## src/rtl/forward_permute_map_if.sv

```systemverilog
// ----------------------------------------------------------------------------
// forward_permute_map_if
// Handshake bundle for the forward permutation engine.
//   in_valid  : source word on data_in is valid        (master -> slave)
//   in_ready  : engine can accept a word                (slave  -> master)
//   data_in   : 64-bit source word, bit 0 is the MSB    (master -> slave)
//   out_valid : data_out holds a finished result        (slave  -> master)
//   out_ready : downstream accepts data_out             (master -> slave)
//   data_out  : 64-bit permuted word, bit 0 is the MSB  (slave  -> master)
//   status    : copy of out_valid for the status chain  (slave  -> master)
//   busy      : engine is scattering a word             (slave  -> master)
// ----------------------------------------------------------------------------
interface forward_permute_map_if;
   logic        in_valid;
   logic        in_ready;
   logic [0:63] data_in;
   logic        out_valid;
   logic        out_ready;
   logic [0:63] data_out;
   logic        status;
   logic        busy;

   modport master (
      output in_valid, data_in, out_ready,
      input  in_ready, out_valid, data_out, status, busy
   );

   modport slave (
      input  in_valid, data_in, out_ready,
      output in_ready, out_valid, data_out, status, busy
   );
endinterface

```

## src/rtl/forward_permute_map.sv

```systemverilog
// ----------------------------------------------------------------------------
// forward_permute_map
// Multi-cycle forward bit-permutation engine: data_out[MAP[i]] = data_in[i].
// One word is accepted per handshake, LANES source bits are scattered per
// cycle, and the result is held until downstream takes it.
// Ports:
//   clk : rising-edge clock
//   set : synchronous active-high reset
//   bus : forward_permute_map_if.slave (in/out handshakes, data, status, busy)
// Parameter:
//   LANES : source bits scattered per cycle (1, 2, 4, 8, 16, 32 or 64)
// ----------------------------------------------------------------------------
module forward_permute_map #(
   parameter int LANES = 8
) (
   input  logic                        clk,
   input  logic                        set,
   forward_permute_map_if.slave        bus
);

   localparam int         NGRP     = 64 / LANES;
   localparam logic [6:0] LAST_GRP = 7'(NGRP - 1);

   // Forward permutation table: source bit i lands on output bit MAP[i].
   localparam logic [5:0] MAP [0:63] = '{
      6'd26, 6'd51, 6'd41, 6'd11, 6'd34, 6'd56, 6'd12, 6'd50,
      6'd61, 6'd25, 6'd55, 6'd44, 6'd35, 6'd49, 6'd21, 6'd58,
      6'd24, 6'd43, 6'd18, 6'd2,  6'd33, 6'd36, 6'd52, 6'd32,
      6'd63, 6'd1,  6'd53, 6'd42, 6'd57, 6'd3,  6'd31, 6'd22,
      6'd13, 6'd54, 6'd9,  6'd40, 6'd5,  6'd37, 6'd19, 6'd62,
      6'd39, 6'd8,  6'd29, 6'd0,  6'd27, 6'd20, 6'd59, 6'd48,
      6'd16, 6'd28, 6'd45, 6'd7,  6'd17, 6'd4,  6'd30, 6'd23,
      6'd47, 6'd14, 6'd6,  6'd38, 6'd10, 6'd15, 6'd46, 6'd60
   };

   // Source bit that feeds output bit dst (MAP is a bijection).
   function automatic int src_of(input int dst);
      int s;
      s = 0;
      for (int i = 0; i < 64; i++) begin
         if (int'(MAP[i]) == dst) begin
            s = i;
         end
      end
      return s;
   endfunction

   generate
      if (!((LANES == 1) || (LANES == 2) || (LANES == 4) || (LANES == 8) ||
            (LANES == 16) || (LANES == 32) || (LANES == 64))) begin : g_bad_lanes
         $error("forward_permute_map: LANES must be 1, 2, 4, 8, 16, 32 or 64");
      end
   endgenerate

   typedef enum logic [1:0] {
      S_IDLE = 2'd0,
      S_RUN  = 2'd1,
      S_DONE = 2'd2
   } state_t;

   state_t      r_state;
   state_t      w_state_nxt;
   logic [6:0]  r_grp;
   logic [0:63] r_src;
   logic [0:63] r_data_out;
   logic        r_in_ready;
   logic        r_out_valid;
   logic        r_status;
   logic        r_busy;
   logic        w_in_ready_nxt;
   logic        w_out_valid_nxt;
   logic        w_busy_nxt;
   logic [0:63] w_hit;
   logic [0:63] w_scatter;

   // Gather view of the scatter: each output bit j knows its (constant) source
   // bit and the lane group in which it is written, so a RUN cycle only needs
   // a per-bit compare against the group counter.
   generate
      for (genvar j = 0; j < 64; j++) begin : g_scatter
         localparam int SRC = src_of(j);
         assign w_hit[j]     = (r_grp == 7'(SRC / LANES));
         assign w_scatter[j] = r_src[SRC];
      end
   endgenerate

   // State register and registered handshake/status outputs.
   always_ff @(posedge clk) begin
      if (set) begin
         r_state     <= S_IDLE;
         r_in_ready  <= 1'b1;
         r_out_valid <= 1'b0;
         r_status    <= 1'b0;
         r_busy      <= 1'b0;
      end else begin
         r_state     <= w_state_nxt;
         r_in_ready  <= w_in_ready_nxt;
         r_out_valid <= w_out_valid_nxt;
         r_status    <= w_out_valid_nxt;
         r_busy      <= w_busy_nxt;
      end
   end

   // Next-state decode.
   always_comb begin
      w_state_nxt = r_state;
      case (r_state)
         S_IDLE: begin
            if (bus.in_valid) begin
               w_state_nxt = S_RUN;
            end else begin
               w_state_nxt = S_IDLE;
            end
         end
         S_RUN: begin
            if (r_grp == LAST_GRP) begin
               w_state_nxt = S_DONE;
            end else begin
               w_state_nxt = S_RUN;
            end
         end
         S_DONE: begin
            if (bus.out_ready) begin
               w_state_nxt = S_IDLE;
            end else begin
               w_state_nxt = S_DONE;
            end
         end
         default: w_state_nxt = S_IDLE;
      endcase
   end

   // Output decode from the next state, so the outputs leave a register.
   always_comb begin
      w_in_ready_nxt  = 1'b0;
      w_out_valid_nxt = 1'b0;
      w_busy_nxt      = 1'b0;
      case (w_state_nxt)
         S_IDLE:  w_in_ready_nxt  = 1'b1;
         S_RUN:   w_busy_nxt      = 1'b1;
         S_DONE:  w_out_valid_nxt = 1'b1;
         default: w_in_ready_nxt  = 1'b1;
      endcase
   end

   // Datapath: latch source on accept, scatter one lane group per RUN cycle.
   always_ff @(posedge clk) begin
      if (set) begin
         r_grp      <= 7'd0;
         r_src      <= 64'd0;
         r_data_out <= 64'd0;
      end else begin
         case (r_state)
            S_IDLE: begin
               if (bus.in_valid) begin
                  r_src      <= bus.data_in;
                  r_data_out <= 64'd0;
                  r_grp      <= 7'd0;
               end
            end
            S_RUN: begin
               r_data_out <= (r_data_out & ~w_hit) | (w_scatter & w_hit);
               r_grp      <= r_grp + 7'd1;
            end
            default: begin
               r_grp <= r_grp;
            end
         endcase
      end
   end

   assign bus.in_ready  = r_in_ready;
   assign bus.out_valid = r_out_valid;
   assign bus.status    = r_status;
   assign bus.busy      = r_busy;
   assign bus.data_out  = r_data_out;

endmodule
```

## src/flat_wrapper.sv

```systemverilog
// flat-port wrapper written by rule: the top's interface ports become plain ports
module forward_permute_map_flat 
#(
   parameter int LANES = 8
)
  (clk, set, bus_in_valid, bus_data_in, bus_out_ready, bus_in_ready, bus_out_valid, bus_data_out, bus_status, bus_busy);
  forward_permute_map_if bus_i ();
  input  logic clk;
  input  logic set;
  input wire logic [$bits(bus_i.in_valid)-1:0] bus_in_valid;
  input wire logic [$bits(bus_i.data_in)-1:0] bus_data_in;
  input wire logic [$bits(bus_i.out_ready)-1:0] bus_out_ready;
  output wire logic [$bits(bus_i.in_ready)-1:0] bus_in_ready;
  output wire logic [$bits(bus_i.out_valid)-1:0] bus_out_valid;
  output wire logic [$bits(bus_i.data_out)-1:0] bus_data_out;
  output wire logic [$bits(bus_i.status)-1:0] bus_status;
  output wire logic [$bits(bus_i.busy)-1:0] bus_busy;
  assign bus_i.in_valid = bus_in_valid;
  assign bus_i.data_in = bus_data_in;
  assign bus_i.out_ready = bus_out_ready;
  assign bus_in_ready = bus_i.in_ready;
  assign bus_out_valid = bus_i.out_valid;
  assign bus_data_out = bus_i.data_out;
  assign bus_status = bus_i.status;
  assign bus_busy = bus_i.busy;
  forward_permute_map #(.LANES(LANES)) u_core (.clk(clk), .set(set), .bus(bus_i));
endmodule
```

## config.mk

```make
export PLATFORM = sky130hd
export DESIGN_NAME = forward_permute_map_flat
export DESIGN_NICKNAME = d
export VERILOG_FILES = /design/src/rtl/forward_permute_map_if.sv /design/src/rtl/forward_permute_map.sv /design/src/flat_wrapper.sv
export SDC_FILE = /design/constraint.sdc
export NUM_CORES = 1
export LEC_CHECK = 0
export CAP_MARGIN = 20
export CORE_ASPECT_RATIO = 0.9
export CORE_MARGIN = 4
export CORE_UTILIZATION = 47
export CTS_BUF_LIST = sky130_fd_sc_hd__clkbuf_4
export DETAILED_ROUTE_END_ITERATION = 7
export PLACE_DENSITY = 0.81
export SYNTH_ARGS = -nofsm -noshare
export SYNTH_HDL_FRONTEND = slang
export SYNTH_SLANG_ARGS = --single-unit
```

## constraint.sdc

```tcl
create_clock -name clk -period 1.85 [get_ports clk]
set_input_delay 0.37 -clock clk [delete_from_list [all_inputs] [get_ports clk]]
set_output_delay 0.37 -clock clk [all_outputs]
set_load 0.03 [all_outputs]
```

==> results.toml, run 1 <==
[logic_synthesis]
synth_top_area_cell = "dfxtp_1"
synth.area.top_cells = "dfxtp_1, a21oi_1, o211ai_2"
synthArstFlopShare = 0
seq_area_frac_synth = 0.4766
synth_seq_cells = 140
postSynthCellCount = 659
yosysTopAreaCellShare = 0.4766
syn_area_um2 = 5881
synth_nets = 733
avgSynthCellArea_um2 = 8.924
synthFlopType = "dfxtp_1"
yosysWarnings = 0
synth_cell_types = 36
synth_edf_count = 0

[placed_design]
dp.cells = 911
portBuffers = 135
gp_congestion = 0.8057
dpl.hpwl_um = 10620

[cts]
clockBufferDepth = 2
cts.sink_count = 140
tritoncts = "built"
clk_latency_ps = 540
clkTransAtPathRegs_ps = 120
numCtsBuffers = 17
root_buffer = "clkbuf_4"
htreeDepth = 4
postCtsSetupRepairBufs = 0

[sta]
clock.fmax_ghz = 0.5618
rsz0062_at_grt = "false"
worst_clock_skew_ps = 13.30
slew_headroom = 0.6818
setup_viol = 0
fin_crit_sh = 0.9622
holdWs_ps = 199.2
finalWorstPathRequiredPeriod_ps = 1780
slew_viol_final = 0
worstMarginPinSlew_ps = 477.3
setup_tns_ps = 0
hold_violations = 0

[worst_setup_path]
cp-start-kind = "flip-flop"
crit_arrival_ps = 2220
worst-path-max-fanout = 6
reg2reg_depth = 5
worstPathRequired_ps = 2290
setup.worst_path.end_class = "flip-flop"
setup.worst_path.class = "flip-flop to flip-flop"

[route]
drt_iter0_markers = 443
drc = 0
wl_per_cell_um = 16.83
first_pass_iters = 6
antenna_left = 0
vias = 5287
post_drt_via_cell_ratio = 5.613
routed_wl_um = 15850

[min_path]
hold_class = "input pin to flip-flop"
hold_depth = 2

[global_routing]
grt_max_degree = 78
track_usage = 0.2161
grt-ovfl-total = 0
grt_pass1_wl_um = 25360
grt_pass1_vias = 5179
antenna_found_initial = 0

[cells_and_area]
layout-area-overhead-vs-synth_pct = 29.91
layout.nets = 844
final_cell_mix = "dfxtp_1, a21oi_1, nand2_1"
layout.cells.non_filler = 942
mostFrequentLayoutCell = "dfxtp_1"
postLayoutCoreUtil = 0.6277
antenna_cells = 0
drive_gt1_frac = 0.1522

[die]
start_util = 0.4831
die_y_um = 114.1
die_x_um = 125.9
boundaryPins = 136
dieArea_um2 = 14370
rows = 38
core_um2 = 12170

[power]
ir_worst_vdd_uv = 687.3
p_per_area_nw_per_um2 = 801.9
leakage_nw = 2.998

[status]
status = "finished, final reports clean"

[job]
maxCapViolCount = 0
state kept, by name, indices dropped and copies added (netlist names):
register,flops
u_core.r_src,64
u_core.bus.out_valid,1
u_core.r_grp,7
u_core.bus.in_ready,1
u_core.bus.busy,1
u_core.bus.data_out,64
u_core.r_state,2
metrics by stage:
| stage | total power [mW] | setup WS [ps] | area [um^2] |
|---|---|---|---|
| final | 6.126 | 69.91 | 7640 |
| after detailed placement | 3.872 | -92.40 | 7380 |
| after global placement | 3.850 | -31.95 | 7380 |
| after global routing | 6.346 | 2.219 | 7640 |
| after floorplan | 3.586 | 12.53 | 5881 |
| after CTS | 6.142 | 39.61 | 7635 |
power breakdown:
| group | switching (mW) | internal, mW |
|---|---|---|
| combinational | 0.365 | 0.285 |
| clock | 1.10 | 1.23 |
| sequential | 0.0506 | 3.10 |
cell families after synthesis:
| group | count (synthesis) | synth area share |
|---|---|---|
| AOI/OAI and AO/OA | 203 | 0.2381 |
| adders and majority gates | 6 | 0.01277 |
| buffers and inverters | 78 | 0.08043 |
| DFF | 140 | 0.4766 |
| muxes | 1 | 0.001915 |
| and+or+nand+nor | 231 | 0.1902 |
cell type report:
type,instances,area [um^2]
Timing Repair Buffer,165,1614
Inverter,5,18.77
Clock inverter,12,195.2
Sequential cell,140,2808
Clock buffer,19,142.6
Multi-Input combinational cell,441,2661
Fill cell,1042,4532
Tap cell,160,200.2
worst max-delay path: stages (launching register included):
cell and delay (ps):
dfxtp_2 400, ha_2 210, nor4b_4 290, a41o_1 270
ha_1 240, or2_2 270
worst paths after layout:
| path | start | to | slack [ps] |
|---|---|---|---|
| setup / recovery | u_core.r_grp[1]$_SDFFE_PP0P_ | u_core.bus.in_ready$_SDFF_PP1_ | 70 |
| hold / removal | set | u_core.r_grp[1]$_SDFFE_PP0P_ | 200 |
| setup reg to reg | u_core.r_grp[1]$_SDFFE_PP0P_ | u_core.bus.in_ready$_SDFF_PP1_ | 70 |
| hold reg to reg | u_core.r_src[37]$_SDFFE_PP0P_ | u_core.r_src[37]$_SDFFE_PP0P_ | 460 |
cell usage after synthesis (all sizes together), types with 2 or more instances:
cell type	n
or3	2
nand3	67
inv	5
clkbuf	19
o211ai	66
nor2b	5
buf	54
nor2	6
or4b	5
ha	6
nor3b	2
nor4b	5
nand2	131
a22oi	2
dfxtp	140
a21oi	131
timing repair:
item / in CTS / in global routing
pin swaps: 0 / 1
hold buffers: 0 / 0
resized for setup: 70 / 3
endpoints found under the setup margin: 69 / 11
per-layer routing:
layer,global-route usage,routed length [um]
met5,0,0
met2,0.3368,7415
met4,0.08721,344
met3,0.05924,1024
met1,0.2862,7070
Power figures use the tool's default switching activity.
==> inputs of run 2 (changes only) <==
Settings changed: TNS_END_PERCENT set to 5.
==> results.toml, run 2 (synthesized netlist as in run 1, its figures left out) <==
[status]
status = "finished, final reports clean"

[placed_design]
dpl.hpwl_um = 10620
dpl_cell_area_um2 = 7380
gp_congestion = 0.8057
dp.cells = 911
portBuffers = 135

[die]
rows = 38
boundaryPins = 136
core_um2 = 12170
start_util = 0.4831
die_y_um = 114.1
die_x_um = 125.9
dieArea_um2 = 14370

[global_routing]
grt_max_degree = 78
grt-ovfl-total = 0
grt_pass1_wl_um = 25360
grt_pass1_vias = 5179
antenna_found_initial = 0
track_usage = 0.2161

[worst_setup_path]
setup.worst_path.class = "flip-flop to flip-flop"
crit_arrival_ps = 2210
worst-path-max-fanout = 9
slowest_delay_ps = 530
cpMostUsedCell = "buf_4"
cp-start-kind = "flip-flop"
setup.worst_path.end_class = "flip-flop"
cpLargestDelayFamily = "simple AND/OR/NAND/NOR gates"
r2r_end = "u_core.bus.data_out[43]$_SDFFE_PP0P_"
crit_chain = "buf_4 -> or4b_1 -> buf_4 -> o211ai_1 -> a21oi_1"
slowest_stage = "or4b_1"
worstReg2RegStart = "u_core.r_grp[5]$_SDFFE_PP0P_"
reg2reg_depth = 5
path_buf_inv = 2
regToRegSetupSlack_ps = 70
worstPathRequired_ps = 2280

[cells_and_area]
antenna_cells = 0
layout.cells.non_filler = 942
layout.nets = 844
postLayoutCoreUtil = 0.6276
layout-area-overhead-vs-synth_pct = 29.89
drive_gt1_frac = 0.1509
design_area_um2 = 7639
final_cell_mix = "dfxtp_1, a21oi_1, nand2_1"
mostFrequentLayoutCell = "dfxtp_1"

[cts]
cts.sink_count = 140
clk_latency_ps = 540
root_buffer = "clkbuf_4"
holdBufCountCts = 0
clkTransAtPathRegs_ps = 120
clockBufferDepth = 2
tritoncts = "built"
htreeDepth = 4
postCtsSetupRepairBufs = 0
numCtsBuffers = 17

[min_path]
hold_depth = 2
hp-start = "set"
hold_path_end = "u_core.r_grp[1]$_SDFFE_PP0P_"
hold_class = "input pin to flip-flop"

[power]
p_total_mw = 6.119
leakage_nw = 2.997
p_per_area_nw_per_um2 = 801.0
ir_worst_vdd_uv = 687.0

[route]
wl_per_cell_um = 16.78
vias = 5283
routed_wl_um = 15810
post_drt_via_cell_ratio = 5.608
first_pass_iters = 5
drt_iter0_markers = 464
antenna_left = 0
drc = 0

[job]
maxCapViolCount = 0

[sta]
worst_clock_skew_ps = 13.81
worstMarginPinSlew_ps = 485.1
hold_violations = 0
setup_viol = 0
slew_headroom = 0.6766
rsz0062_at_grt = "true"
finalWorstPathRequiredPeriod_ps = 1779
setup_tns_ps = 0
slew_viol_final = 0
clock.fmax_ghz = 0.5623
fin_crit_sh = 0.9614
-- run 2: cell counts in the layout (fill, tap and decap cells not counted) --
Identical to the previous run, type by type.
-- run 2: timing repair --
item / 4_1_cts / 5_1_grt
cloned: 0 / 0
endpoints found under the setup margin: 69 / 11
endpoints found under the hold margin: 0 / 0
resized for setup: 70 / 2
pin swaps: 0 / 0
-- run 2: layout make-up --
cell class	count	area, um^2
repair buffers	165	1614
clock inverters	12	195.2
well taps	160	200.2
multi-input cells	441	2661
inverters	5	18.77
clock buffers	19	142.6
fillers	1040	4533
flip-flops and latches	140	2806
-- run 2: worst reg2reg max path: stages, from the launching register on --
cell and delay (ps):
dfxtp_1 430, buf_4 210, or4b_1 530, buf_4 220, o211ai_1 180, a21oi_1 100
-- run 2: layer usage --
layer  vias to the layer above  track usage  part of all wire
li1                       2533            -                 -
met1                      2499       0.2862              0.43
met2                       216       0.3368              0.47
met3                        35      0.05924             0.072
met4                         0      0.08721             0.024
met5                         -            0                 0
-- run 2: stage by stage --
stage / hold WS (ps) / setup WS (ps)
floorplan: 436.6 / 12.53
global placement: 442.1 / -31.95
detailed placement: 446.5 / -92.40
CTS: 168.8 / 39.61
global route: 184.3 / -2.107
finish: 201.9 / 71.49
-- run 2: report_power, final --
part | leakage, nW | internal (mW) | total, mW | switching (mW)
clock | 0.174 | 1.23 | 2.31 | 1.09
sequential | 1.14 | 3.10 | 3.15 | 0.0505
combinational | 1.68 | 0.285 | 0.649 | 0.364
total | 3.00 | 4.61 | 6.12 | 1.50
-- run 2: worst max path at each step --
stage / start / endpoint / slack (ps) / cells after the start
2_1_floorplan: u_core.r_grp[0]$_SDFFE_PP0P_ / u_core.bus.in_ready$_SDFF_PP1_ / 10 / 5
3_3_place_gp: bus_in_valid / u_core.bus.data_out[25]$_SDFFE_PP0P_ / -30 / 5
3_5_place_dp: bus_in_valid / u_core.bus.data_out[38]$_SDFFE_PP0P_ / -90 / 5
4_1_cts: u_core.r_grp[6]$_SDFFE_PP0P_ / u_core.bus.data_out[43]$_SDFFE_PP0P_ / 40 / 5
5_1_grt: u_core.r_state[1]$_SDFF_PP0_ / u_core.bus.data_out[31]$_SDFFE_PP0P_ / -2 / 3
6_report: u_core.r_grp[5]$_SDFFE_PP0P_ / u_core.bus.data_out[43]$_SDFFE_PP0P_ / 70 / 5
